File: src/rtl/fetch_decode.sv
// Instruction fetch/decode: walks the PC through a synchronous imem, buffers words in a prefetch FIFO.
// Optional feature macro: DECODE_ILLEGAL_CHECK_EN (opcodes 5-E flagged illegal and stop fetch like HALT).
module fetch_decode #(
    parameter logic [7:0]  RESET_PC   = 8'd10,
    parameter int unsigned FIFO_DEPTH = 2
) (
    input  logic        clk,
    input  logic        rst_n,
    output logic        imem_req,
    output logic [7:0]  imem_addr,
    input  logic [15:0] imem_rdata,
    input  logic        imem_rvalid,
    output logic        dec_valid,
    input  logic        dec_ready,
    output logic [3:0]  dec_op,
    output logic [1:0]  dec_rd,
    output logic [1:0]  dec_mode,
    output logic [7:0]  dec_operand,
    output logic [7:0]  dec_pc,
    output logic        dec_illegal,
    input  logic        redirect_valid,
    input  logic [7:0]  redirect_pc,
    output logic        halted
);

    localparam int unsigned PW = $clog2(FIFO_DEPTH);
    localparam int unsigned CW = $clog2(FIFO_DEPTH + 1);

    typedef enum logic {RUN, HALTED} state_e;

    state_e        state_q;
    logic [7:0]    pc_q;
    logic          epoch_q, req_epoch_q, inflight_q, started_q;
    logic [7:0]    resp_pc_q;
    logic [15:0]   word_q [FIFO_DEPTH];
    logic [7:0]    wpc_q  [FIFO_DEPTH];
    logic [PW-1:0] rd_ptr_q, wr_ptr_q;
    logic [CW-1:0] count_q;

    logic          fifo_empty, resp_ok, stop_op, in_stop;
    logic          handshake, push, pop;
    logic [CW:0]   occ;
    logic [15:0]   head_word;
    logic [7:0]    head_pc;

    // An empty FIFO presents the arriving response directly, so a word is decodable the cycle it returns.
    always_comb begin
        fifo_empty = (count_q == '0);
        resp_ok    = imem_rvalid && inflight_q && (req_epoch_q == epoch_q) && (state_q == RUN);
        head_word  = fifo_empty ? imem_rdata : word_q[rd_ptr_q];
        head_pc    = fifo_empty ? resp_pc_q  : wpc_q[rd_ptr_q];
`ifdef DECODE_ILLEGAL_CHECK_EN
        stop_op    = (imem_rdata[15:12] == 4'hF) ||
                     ((imem_rdata[15:12] >= 4'h5) && (imem_rdata[15:12] <= 4'hE));
`else
        stop_op    = (imem_rdata[15:12] == 4'hF);
`endif
        in_stop    = resp_ok && stop_op;
        dec_valid  = !fifo_empty || resp_ok;
        handshake  = dec_valid && dec_ready;
        push       = resp_ok && !(fifo_empty && dec_ready);
        pop        = handshake && !fifo_empty;
        occ        = (CW+1)'(count_q) + (CW+1)'(resp_ok) - (CW+1)'(handshake);
        imem_req   = started_q && (state_q == RUN) && !in_stop && (occ < (CW+1)'(FIFO_DEPTH));
        imem_addr  = pc_q;
        halted     = (state_q == HALTED) || in_stop;
    end

    always_comb begin
        dec_op      = '0;
        dec_rd      = '0;
        dec_mode    = '0;
        dec_operand = '0;
        dec_pc      = '0;
        dec_illegal = 1'b0;
        if (dec_valid) begin
            dec_op      = head_word[15:12];
            dec_rd      = head_word[11:10];
            dec_mode    = head_word[9:8];
            dec_operand = head_word[7:0];
            dec_pc      = head_pc;
`ifdef DECODE_ILLEGAL_CHECK_EN
            dec_illegal = (head_word[15:12] >= 4'h5) && (head_word[15:12] <= 4'hE);
`endif
        end
    end

    always_ff @(posedge clk) begin
        if (!rst_n) begin
            state_q     <= RUN;
            pc_q        <= RESET_PC;
            epoch_q     <= 1'b0;
            req_epoch_q <= 1'b0;
            inflight_q  <= 1'b0;
            started_q   <= 1'b0;
            resp_pc_q   <= '0;
            rd_ptr_q    <= '0;
            wr_ptr_q    <= '0;
            count_q     <= '0;
        end else begin
            started_q  <= 1'b1;
            inflight_q <= imem_req;
            if (imem_req) begin
                req_epoch_q <= epoch_q;
                resp_pc_q   <= pc_q;
            end
            // Any handshake this cycle has already completed; the flush discards everything left.
            if (redirect_valid) begin
                pc_q     <= redirect_pc;
                epoch_q  <= ~epoch_q;
                state_q  <= RUN;
                rd_ptr_q <= '0;
                wr_ptr_q <= '0;
                count_q  <= '0;
            end else begin
                if (imem_req) pc_q <= pc_q + 8'd1;
                if (in_stop) state_q <= HALTED;
                if (push) wr_ptr_q <= wr_ptr_q + PW'(1);
                if (pop) rd_ptr_q <= rd_ptr_q + PW'(1);
                count_q <= count_q + CW'(push) - CW'(pop);
            end
        end
    end

    always_ff @(posedge clk) begin
        if (push) begin
            word_q[wr_ptr_q] <= imem_rdata;
            wpc_q[wr_ptr_q]  <= resp_pc_q;
        end
    end

    assert property (@(posedge clk) disable iff (!rst_n)
        !(push && !pop && (count_q == CW'(FIFO_DEPTH))));

endmodule

File: config.mk
export PLATFORM = sky130hd
export DESIGN_NAME = fetch_decode
export DESIGN_NICKNAME = d
export VERILOG_FILES = /design/src/rtl/fetch_decode.sv
export SDC_FILE = /design/constraint.sdc
export NUM_CORES = 1
export LEC_CHECK = 0
export CAP_MARGIN = 25
export CORE_MARGIN = 5
export CORE_UTILIZATION = 55
export CTS_BUF_LIST = sky130_fd_sc_hd__clkbuf_16
export DETAILED_ROUTE_END_ITERATION = 12
export HOLD_SLACK_MARGIN = 0.06
export PLACE_DENSITY_LB_ADDON = 0.25
export SLEW_MARGIN = 30
export SYNTH_ARGS = -nofsm -noshare
export SYNTH_HDL_FRONTEND = slang
export SYNTH_SLANG_ARGS = --single-unit
File: constraint.sdc
create_clock -name clk -period 7.1 [get_ports clk]
set_input_delay 1.775 -clock clk [delete_from_list [all_inputs] [get_ports clk]]
set_output_delay 1.775 -clock clk [all_outputs]
set_load 0.02 [all_outputs]
# Word-level counts from Yosys, hierarchy flattened
# Memory sizes are Yosys's and may differ from the RTL's. A register that Yosys moved wholly into a read port is not among the register bits.
# Cells that the tools add are included.
word_totals:
  regBits: 25
  mem_bits_ro: 0
  inputBits: 29
  mem_bits_rw: 48
  latchBits: 0
  memories: 2
  word_cells: 60
mem_list:
  columns: ["memory", "words", "word_bits", "read_ports", "rd_ports_with_merged_regs", "write_ports", "line_no", "text"]
  rows:
  - ["word_q", 2, 16, 1, 1, 1, "35", "logic [15:0] word_q [FIFO_DEPTH];"]
  - ["wpc_q", 2, 8, 1, 1, 1, "36", "logic [7:0] wpc_q [FIFO_DEPTH];"]
classes:
  shifts: 0
  div: 0
  muxes: 16
  bitwise: 3
  eq_ne: 2
  reduce_logical: 19
  magnitude_cmp: 1
  addsub: 7
  mul: 0
op_table:
  columns: ["operator", "count"]
  rows:
  - ["two-way mux 8 bit", 5]
  - ["two-way mux 16 bit", 1]
  - ["logical AND 1 bit", 11]
  - ["adder 8 x 1 -> 8 bit, second input constant", 1]
  - ["two-way mux 1 bit", 7]
  - ["== test 4 bit, second input constant", 1]
  - ["two-way mux 2 bit", 2]
  - ["two-way mux 4 bit", 1]
  - ["adder 2 x 1 -> 3 bit", 1]
  - ["zero test 1 bit", 3]
  - ["< comparator 3 x 2 -> 1 bit, second input constant", 1]
  - ["NOT 1 bit", 3]
  - ["subtractor 3 x 1 -> 3 bit", 1]
  - ["adder 1 bit, second input constant", 2]
  - ["adder 2 x 1 -> 2 bit", 1]
  - ["zero test 2 bit", 1]
  - ["logical OR 1 bit", 2]
  - ["nonzero test 2 bit", 1]
  - ["OR reduction 2 bit", 1]
  - ["subtractor 2 x 1 -> 2 bit", 1]
  - ["== test 1 bit", 1]

# Longest topological paths before layout
# Gate-level depths: netlist of run 1.
logic_depth:
  word_depth: 10
  mapped_depth: 13

# Worst setup path before layout of run 1
# No wires, ideal clock.
synth_path:
  path_kind: "in2out"
  from: "input imem_rvalid"
  to: "output imem_req"
  path_slack_ns: 1.178
  path_buffers: 1
  path_stages: 12
  arrival_time_ns: 4.147
  cell_sequence: "nand2_1 nor3_1 inv_1 nand2_1 and2_1 ha_1 nand2b_1 fa_1 xnor2_1 nand3_1 clkbuf_1 nor2_1"
synth_via:
  elab_chain_len: 8
synth_lines:
  columns: ["item", "line_no", "text"]
  rows:
  - ["start, declared", "12", "input logic imem_rvalid,"]
  - ["logical AND 1 bit (3 in a row)", "49", "resp_ok = imem_rvalid && inflight_q && (req_epoch_q == epoch_q) && (state_q == RUN);"]
  - ["logical OR 1 bit", "59", "dec_valid = !fifo_empty || resp_ok;"]
  - ["via dec_valid", "13", "output logic dec_valid,"]
  - ["logical AND 1 bit", "60", "handshake = dec_valid && dec_ready;"]
  - ["subtractor 3 x 1 -> 3 bit", "63", "occ = (CW+1)'(count_q) + (CW+1)'(resp_ok) - (CW+1)'(handshake);"]
  - ["< comparator 3 x 2 -> 1 bit", "64", "imem_req = started_q && (state_q == RUN) && !in_stop && (occ < (CW+1)'(FIFO_DEPTH));"]
  - ["logical AND 1 bit", "64", null]
  - ["end, declared", "9", "output logic imem_req,"]
# The timed path passes the listed nets, and every way through them passes these cells.

# Worst setup path in the final report of run 1
layout_path:
  from: "input imem_rvalid"
  to: "output imem_req"
layout_via:
  elab_chain_len: 8
layout_lines:
  columns: ["item", "line_no"]
  rows:
  - ["logical AND 1 bit * (3 in a row)", "49"]
  - ["branches (longest 4 deep; another with adder 2 x 1 -> 3 bit)", null]
  - ["logical AND 1 bit *", "64"]
# Every way passes the cells marked *.

==> results.cfg, run 1 <==
[timing]
rsz0062_at_grt = no
fin_crit_sh_pct = 92.9
tightest_slew_ns = 0.744
max_freq_mhz = 152
setup_viol = 0
drv_slew = 0
setup-tns-final_ns = 0
finalHoldViolations = 0
min_period_ns = 6.60
finalClockSkew_ns = 0.00406
relSlewSlack_pct = 50.2

[power]
p_comb_share_pct = 9.3
leakage_uw = 0.00148
power.share.switching_pct = 20.8
powerDensity_nw_per_um2 = 249
p_switching_uw = 226
seq_power_share_pct = 44.5
peakVddDrop_v = 0.000132
internal_power_uw = 858
clkPwrFrac_pct = 46.1

[global_route]
antenna_found_initial = 0
grt_overflow = 0
track_usage_pct = 20.3
grt_max_degree = 52
grt_pass1_wl_um = 11900
grt_pass1_vias = 2455

[synth]
seq_area_frac_synth_pct = 59.7
synth_top_area_share_pct = 43.9
synthCells = 284
syn_area_sq_um = 3290
synth_edf_count = 48
syn_avg_cell_area_sq_um = 11.6
async_reset_ff_share_pct = 0
syn-num-nets = 318
yosys_warnings = 0
ys_top_cells_by_area = edfxtp_1 (44%), dfxtp_1 (16%), mux2i_1 (7.3%)
yosysUniqueCellTypes = 43
ys_seq_elements = 74
yosysTopAreaCell = edfxtp_1
synthFlopType = edfxtp_1

[place]
gp_congestion = 0.849
portBuffers = 63
hpwl_um = 4600

[layout]
drive_gt1_share_pct = 8.62
diodes = 0
multi_input_area_sq_um = 1240
fillers = 388
layout.area.seq_sq_um = 1960
fin_nets = 377
final_util_pct = 74.3
syn2layout_area_growth_pct = 32.2

[setup_path]
path_cells = clkdlybuf4s50_1, nand2_1, nor3_2, inv_1, nand2_1, and2_1, ha_1, nand2b_1, fa_1, xnor2_1, nand3_1, nor2_1, clkdlybuf4s50_1
criticalPathCategory = primary input to output pin
cp_slowest_cell = clkdlybuf4s50_1
cp_data_required_time_ns = 5.33
end_kind = output pin
cpPeakStageDelay_ns = 0.64
start_kind = primary input
critPathMaxFanout = 6
worstRegToRegCells = 13
ff2ff_setup_slack_ns = 3.74
cp.arrival_ns = 4.82

[cts]
clkSinkCount = 74
clockBufferDepth = 2
clk_latency_ns = 0.32
postCtsHoldBufs = 0
numCtsBuffers = 9
cts_max_level = 3
clkTransAtPathRegs_ns = 0.05
cts_tree = built
post-cts-setup-buffer-count = 0
cts_resized = 0
ctsRootBufferMaster = clkbuf_16

[min_path]
hp-class = register to register
whs_path_depth = 0

[floorplan]
initial_utilization_pct = 56.2
fp.dieH_um = 87.3
io_pins = 65
num_rows = 28
core-area_sq_um = 5850
die_area_sq_um = 7620
die_w_um = 87.3

[route]
first_pass_iters = 6
ant_nets = 0
drc = 0
vias = 2465
wl_per_cell_um = 16.7
drt-total-wl_um = 7080
via_per_inst = 5.83
drtIter0Drc = 176

[outcome]
outcome = finished clean

[job]
maxCapViolCount = 0
[registers in the layout, indices dropped and copies added (netlist names), 2 cells and up, named ones only]
| signal | flops |
|---|---|
| wpc_q | 16 |
| imem_addr | 8 |
| count_q | 2 |
| resp_pc_q | 8 |
| word_q | 32 |
[path summary, 6_finish.rpt]
check	startpoint	end
min reg2reg	resp_pc_q[5]$_SDFFE_PN0P_	wpc_q[1][5]$_DFFE_PP_
min	resp_pc_q[5]$_SDFFE_PN0P_	wpc_q[1][5]$_DFFE_PP_
max	imem_rvalid	imem_req
max reg2reg	epoch_q$_SDFFE_PN0P_	imem_addr[7]$_SDFFE_PN0P_
[layer usage]
metal | track usage [%] | vias up | wire length, um
li1 | - | 1179 | -
met1 | 25.0 | 1207 | 2940
met2 | 34.1 | 70 | 3570
met3 | 4.82 | 9 | 443
met4 | 8.37 | 0 | 121
met5 | 0 | - | 0
[stage by stage]
stage               hold WS [ns]  cell area (sq um)  std cells  power [uW]  worst slack, ns
floorplan                  0.441               3290        284         540             1.18
global placement           0.452               3980        406         587            0.617
detailed placement         0.471               3980        406         591            0.535
CTS                        0.485               4310        422        1090            0.486
global route               0.506               4340        423        1120            0.335
finish                     0.481               4340        423        1080            0.504
[power groups by stage]
stage	sequential (uW)	clock (uW)	combinational, uW
after global routing	484	530	111
after floorplan	491	0	48.2
after global placement	490	0	97.5
after detailed placement	491	0	99.7
after CTS	482	504	101
final	482	500	101
[cells in the final DEF, fill, tap and decap left out, types with 8 or more instances in the layout]
| master | n |
|---|---|
| nand2_1 | 9 |
| mux2i_1 | 24 |
| nand3_1 | 33 |
| edfxtp_1 | 48 |
| nor2_1 | 10 |
| dfxtp_1 | 26 |
| o21ai_0 | 34 |
| clkbuf_16 | 9 |
| inv_1 | 8 |
| a21boi_0 | 8 |
| clkdlybuf4s50_1 | 63 |
[logic make-up (layout without fill, tap and decap cells)]
logic type	count (synthesis)	count (layout)	synth area share, %
multiplexers	24	24	7.31
XOR/XNOR	7	7	2.09
AND/OR/NAND/NOR	81	81	12.8
buffers and inverters	28	92	3.35
other	1	1	0.114
flip-flops	74	74	59.7
AO/OA/AOI/OAI	64	64	12.5
adder cells (fa/ha/maj)	5	5	2.13
[area by class of cell]
cell class	count	share of cell area, %
sequential	74	45.2
tap	75	2.16
inverter	8	0.691
clock buffer	9	5.18
multi-input combinational	182	28.5
clock inverter	7	2.51
timing repair buffer	68	15.8
[critical path, delay by kind of cell]
| kind | cells | cell delay, ns |
|---|---|---|
| xor+xnor | 1 | 0.18 |
| simple gates | 7 | 0.98 |
| fa+ha+maj | 2 | 0.65 |
| buf+inv | 3 | 1.23 |
[Yosys cell counts, drive strengths merged (3+ instances only)]
library cell and count:
edfxtp 48, o21ai 34, nand3 33, dfxtp 26, mux2i 24, clkbuf 18, nor2 12, a21boi 9
nand2 9, inv 8, a31oi 4, ha 4, nand4 4, o22ai 4, xnor2 4, and2 3
and3 3, nor4 3, o31ai 3, or4 3, xor2 3
Power figures use the tool's default switching activity.
==> inputs of run 2 (changes only) <==
CORE_UTILIZATION = 51   (was 55)
clock period = 7.26 ns   (was 7.1 ns; I/O delays follow)
==> run 2 against run 1 <==
Net effect:
- global-route usage decreased by 2.4 points
- via count shrank 2.0%
- combinational power barely moved
- flip-flop and latch count unchanged
- non-clock buffer count unchanged
- first-iteration DRC count shrank 13%
- sequential power is 2% lower
- final cell count is 0.47% higher
- largest power group is now registers
- highest routed layer unchanged
==> results.cfg, run 2 (same netlist as run 1, synthesis figures left out) <==
[setup_path]
ff2ff_setup_slack_ns = 3.94
criticalPathCategory = primary input to output pin
path_cells = clkdlybuf4s50_1, nand2_1, nor3_2, inv_1, nand2_1, and2_1, ha_1, nand2b_1, fa_1, xnor2_1, nand3_1, nor2_1, clkdlybuf4s50_1
critPathMaxFanout = 6
cp_slowest_cell = clkdlybuf4s50_1
cpPeakStageDelay_ns = 0.64
crit_buf_inv = 3
critPathTopFamily = buffers and inverters
cp_data_required_time_ns = 5.45
end_kind = output pin
cp.arrival_ns = 4.81
start_kind = primary input

[route]
drtIter0Drc = 153
wl_per_cell_um = 16.7
via_per_inst = 5.68
drc = 0
first_pass_iters = 4
ant_nets = 0
drt-total-wl_um = 7080
vias = 2415

[cts]
cts_resized = 0
cts_max_level = 3
clkSinkCount = 74
numCtsBuffers = 9
post-cts-setup-buffer-count = 0
postCtsHoldBufs = 0
clkTransAtPathRegs_ns = 0.05
clk_latency_ns = 0.32
clockBufferDepth = 2
cts_tree = built
ctsRootBufferMaster = clkbuf_16

[layout]
largest-register = word_q
multi_input_area_sq_um = 1230
diodes = 0
final_util_pct = 68.0
fillers = 494
syn2layout_area_growth_pct = 30.7
layout.area.seq_sq_um = 1960
top_regs = word_q (32), wpc_q (16)
final_common_cell = clkdlybuf4s50_1
largest_register_ffs = 32
drive_gt1_share_pct = 8.62
mostFrequentLayoutCells = clkdlybuf4s50_1 (63), edfxtp_1 (48), o21ai_0 (34)
fin_nets = 377

[floorplan]
die_w_um = 90.3
initial_utilization_pct = 52.0
num_rows = 29
die_area_sq_um = 8150
io_pins = 65
core-area_sq_um = 6310
fp.dieH_um = 90.3

[timing]
setup_viol = 0
drv_slew = 0
finalHoldViolations = 0
min_period_ns = 6.63
rsz0062_at_grt = no
max_freq_mhz = 151
setup-tns-final_ns = 0
fin_crit_sh_pct = 91.3
tightest_slew_ns = 0.853
relSlewSlack_pct = 42.6
finalClockSkew_ns = 0.00450

[power]
internal_power_uw = 769
power.share.switching_pct = 22.4
powerDensity_nw_per_um2 = 231
p_switching_uw = 222
p_comb_share_pct = 10.0
clkPwrFrac_pct = 42.5
seq_power_share_pct = 47.6
leakage_uw = 0.00146
peakVddDrop_v = 0.000159

[global_route]
grt_overflow = 0
track_usage_pct = 17.9
grt_pass1_wl_um = 11900
grt_max_degree = 52
grt_pass1_vias = 2410
antenna_found_initial = 0

[place]
hpwl_um = 4430
portBuffers = 63
gp_congestion = 0.827

[job]
maxCapViolCount = 0

[min_path]
hp-class = register to register

[outcome]
outcome = finished clean
## run 2: changes by cell type in the layout (fill, tap and decap cells not counted), sizes merged
cell | before | now
bufinv | 3 | 1
clkinvlp | 1 | 2
inv | 9 | 10
## run 2: stage by stage
step | hold slack (ns) | setup WS [ns] | instances | instance area, sq um | total power (uW)
2_1_floorplan | 0.441 | 1.26 | 284 | 3290 | 528
3_3_place_gp | 0.451 | 0.677 | 408 | 3980 | 575
3_5_place_dp | 0.463 | 0.650 | 408 | 3980 | 577
4_1_cts | 0.476 | 0.616 | 424 | 4270 | 997
5_1_grt | 0.495 | 0.422 | 425 | 4290 | 1030
6_report | 0.475 | 0.630 | 425 | 4290 | 990
## run 2: final cells by class
type	instances	share of cell area [%]
Sequential cell	74	45.7
Multi-Input combinational cell	182	28.6
Timing Repair Buffer	68	16.0
Clock buffer	9	5.24
Tap cell	77	2.24
Clock inverter	7	1.46
Inverter	8	0.699
## run 2: layer usage
metal  track usage (%)  routed length, um
met5                 0                  0
met1              22.8               3080
met2              29.3               3440
met3              3.75                408
met4              8.19                148
## run 2: worst paths after layout
kind,startpoint,endpoint,cells after the start
max,imem_rvalid,imem_req,13
min,resp_pc_q[2]$_SDFFE_PN0P_,wpc_q[0][2]$_DFFE_PP_,0
max reg2reg,epoch_q$_SDFFE_PN0P_,imem_addr[7]$_SDFFE_PN0P_,13
min reg2reg,resp_pc_q[2]$_SDFFE_PN0P_,wpc_q[0][2]$_DFFE_PP_,0
## run 2: power by group through the flow
stage / Combinational [uW] / Sequential (uW) / Clock, uW
floorplan: 47.2 / 481 / 0
global placement: 95.8 / 479 / 0
detailed placement: 97.4 / 479 / 0
CTS: 98.5 / 471 / 428
global route: 108 / 473 / 446
finish: 98.6 / 471 / 421
==> inputs of run 3 (changes only) <==
CORE_UTILIZATION = 30   (was 51)
CTS_BUF_LIST = sky130_fd_sc_hd__clkbuf_8   (was sky130_fd_sc_hd__clkbuf_16)
clock period = 7.3 ns   (was 7.26 ns; I/O delays follow)
==> run 3 against run 2 <==
Net effect:
- clock power fell by 19%
- first-iteration DRC count fell by 38%
- die area rose by 61%
- clock skew rose by 0.0017 ns
- register-to-register slack improved by 0.03 ns
- setup slack got worse by 0.10 ns
- critical path depth did not move
- worst hold slack got worse by 0.0011 ns
- via count fell by 0.66%
- total power fell by 8.3%
- combinational power fell by 0.4%
- non-clock buffer count rose by 1
==> results.cfg, run 3 (same netlist as run 1, synthesis figures left out) <==
[timing]
setup_slack_ns = 0.528
fin_crit_sh_pct = 92.8
setup-tns-final_ns = 0
finalHoldViolations = 0
tightest_slew_ns = 0.777
max_freq_mhz = 148
finalClockSkew_ns = 0.00615
drv_slew = 0
min_period_ns = 6.77
relSlewSlack_pct = 48.0
rsz0062_at_grt = no
setup_viol = 0

[cts]
numCtsBuffers = 9
cts_tree = built
cts_max_level = 3
clk_latency_ns = 0.34
cts_resized = 0
post-cts-setup-buffer-count = 0
ctsRootBufferMaster = clkbuf_8
clkTransAtPathRegs_ns = 0.08
clockBufferDepth = 2
clkSinkCount = 74
postCtsHoldBufs = 0

[route]
vias = 2399
first_pass_iters = 4
drt-total-wl_um = 7510
drtIter0Drc = 95
drc = 0
wl_per_cell_um = 15.4
via_per_inst = 4.91
ant_nets = 0

[floorplan]
io_pins = 65
die_w_um = 115
num_rows = 38
initial_utilization_pct = 30.4
fp.dieH_um = 115
core-area_sq_um = 10800
die_area_sq_um = 13100

[min_path]
whs_path_depth = 0
hp-start = resp_pc_q[4]$_SDFFE_PN0P_
hp-class = register to register
min_to = wpc_q[1][4]$_DFFE_PP_

[setup_path]
end_kind = output pin
cp_data_required_time_ns = 5.48
start_kind = primary input
critPathMaxFanout = 6
cp_slowest_cell = clkdlybuf4s50_1
r2r_end = imem_addr[7]$_SDFFE_PN0P_
path_cells = clkdlybuf4s50_1, nand2_1, nor3_2, inv_1, nand2_1, and2_1, ha_1, nand2b_1, fa_1, xnor2_1, nand3_1, nor2_1, clkdlybuf4s50_1
worstRegToRegCells = 13
cp.arrival_ns = 4.95
crit_buf_inv = 3
cpPeakStageDelay_ns = 0.64
critPathTopFamily = buffers and inverters
ff2ff_setup_slack_ns = 3.97
criticalPathCategory = primary input to output pin
r2r-start = epoch_q$_SDFFE_PN0P_

[layout]
fin_nets = 378
largest-register = word_q
largest_register_ffs = 32
syn2layout_area_growth_pct = 30.7
top_regs = word_q (32), wpc_q (16)
final_common_cell = clkdlybuf4s50_1
drive_gt1_share_pct = 9.17
final_util_pct = 39.8
mostFrequentLayoutCells = clkdlybuf4s50_1 (63), edfxtp_1 (48), o21ai_0 (34)
diodes = 0
fin_area_sq_um = 4300

[power]
peakVddDrop_v = 0.000113
leakage_uw = 0.00142
clkPwrFrac_pct = 37.7
p_switching_uw = 213
internal_power_uw = 695
power.share.switching_pct = 23.4
seq_power_share_pct = 51.5
p_comb_share_pct = 10.8
powerDensity_nw_per_um2 = 211

[job]
maxCapViolCount = 0

[place]
hpwl_um = 4810
portBuffers = 63
dp_slack_ns = 0.610
gp_congestion = 0.755
postPlaceCellArea_sq_um = 4070

[global_route]
grt_pass1_vias = 2270
grt_pass1_wl_um = 11800
antenna_found_initial = 0
grt_max_degree = 52
grt_overflow = 0
track_usage_pct = 11.5

[outcome]
outcome = finished clean
run 3: worst max-delay path by stage:
stage                      from  endpoint  slack, ns  cells after the start
detailed placement  imem_rvalid  imem_req       0.61                     13
global placement    imem_rvalid  imem_req       0.63                     13
floorplan           imem_rvalid  imem_req       1.28                     12
global route        imem_rvalid  imem_req       0.33                     13
finish              imem_rvalid  imem_req       0.53                     13
CTS                 imem_rvalid  imem_req       0.59                     13
run 3: power groups by stage:
stage                     Clock [uW]  Sequential, uW  Combinational [uW]
after global placement             0             477                97.6
after detailed placement           0             477                98.4
after floorplan                    0             478                46.9
after global routing             374             469                 107
after CTS                        354             468                99.1
final                            342             468                98.2
run 3: stage by stage:
stage          hold WS [ns]  power [uW]  std cells
6_report              0.473         908        489
5_1_grt               0.504         951        489
4_1_cts               0.474         920        489
3_5_place_dp          0.459         576        473
3_3_place_gp          0.456         574        473
2_1_floorplan         0.441         525        284
run 3: layout make-up:
| type | count | area, sq um |
|---|---|---|
| Clock buffer | 9 | 124 |
| Fill cell | 1052 | 6500 |
| Timing Repair Buffer | 69 | 676 |
| Tap cell | 140 | 175 |
| Inverter | 8 | 30.0 |
| Multi-Input combinational cell | 182 | 1230 |
| Clock inverter | 7 | 93.8 |
| Sequential cell | 74 | 1960 |
run 3: layer usage:
layer	vias to the layer above	global-route usage (%)	routed length, um
met1	1138	15.1	3470
met3	7	3.86	516
met2	72	18.2	3450
met5	-	0	0
li1	1182	-	-
met4	0	3.33	75
run 3: worst reg2reg max path: stages, from the launching register on:
cell      delay, ns
dfxtp_1        0.40
xor2_2         0.30
nor3_2         0.10
inv_1          0.18
nand2_1        0.09
and2_1         0.19
ha_1           0.25
nand2b_1       0.15
fa_1           0.38
xnor2_1        0.19
nand3_1        0.14
buf_4          0.22
or4_1          0.51
a31oi_1        0.16
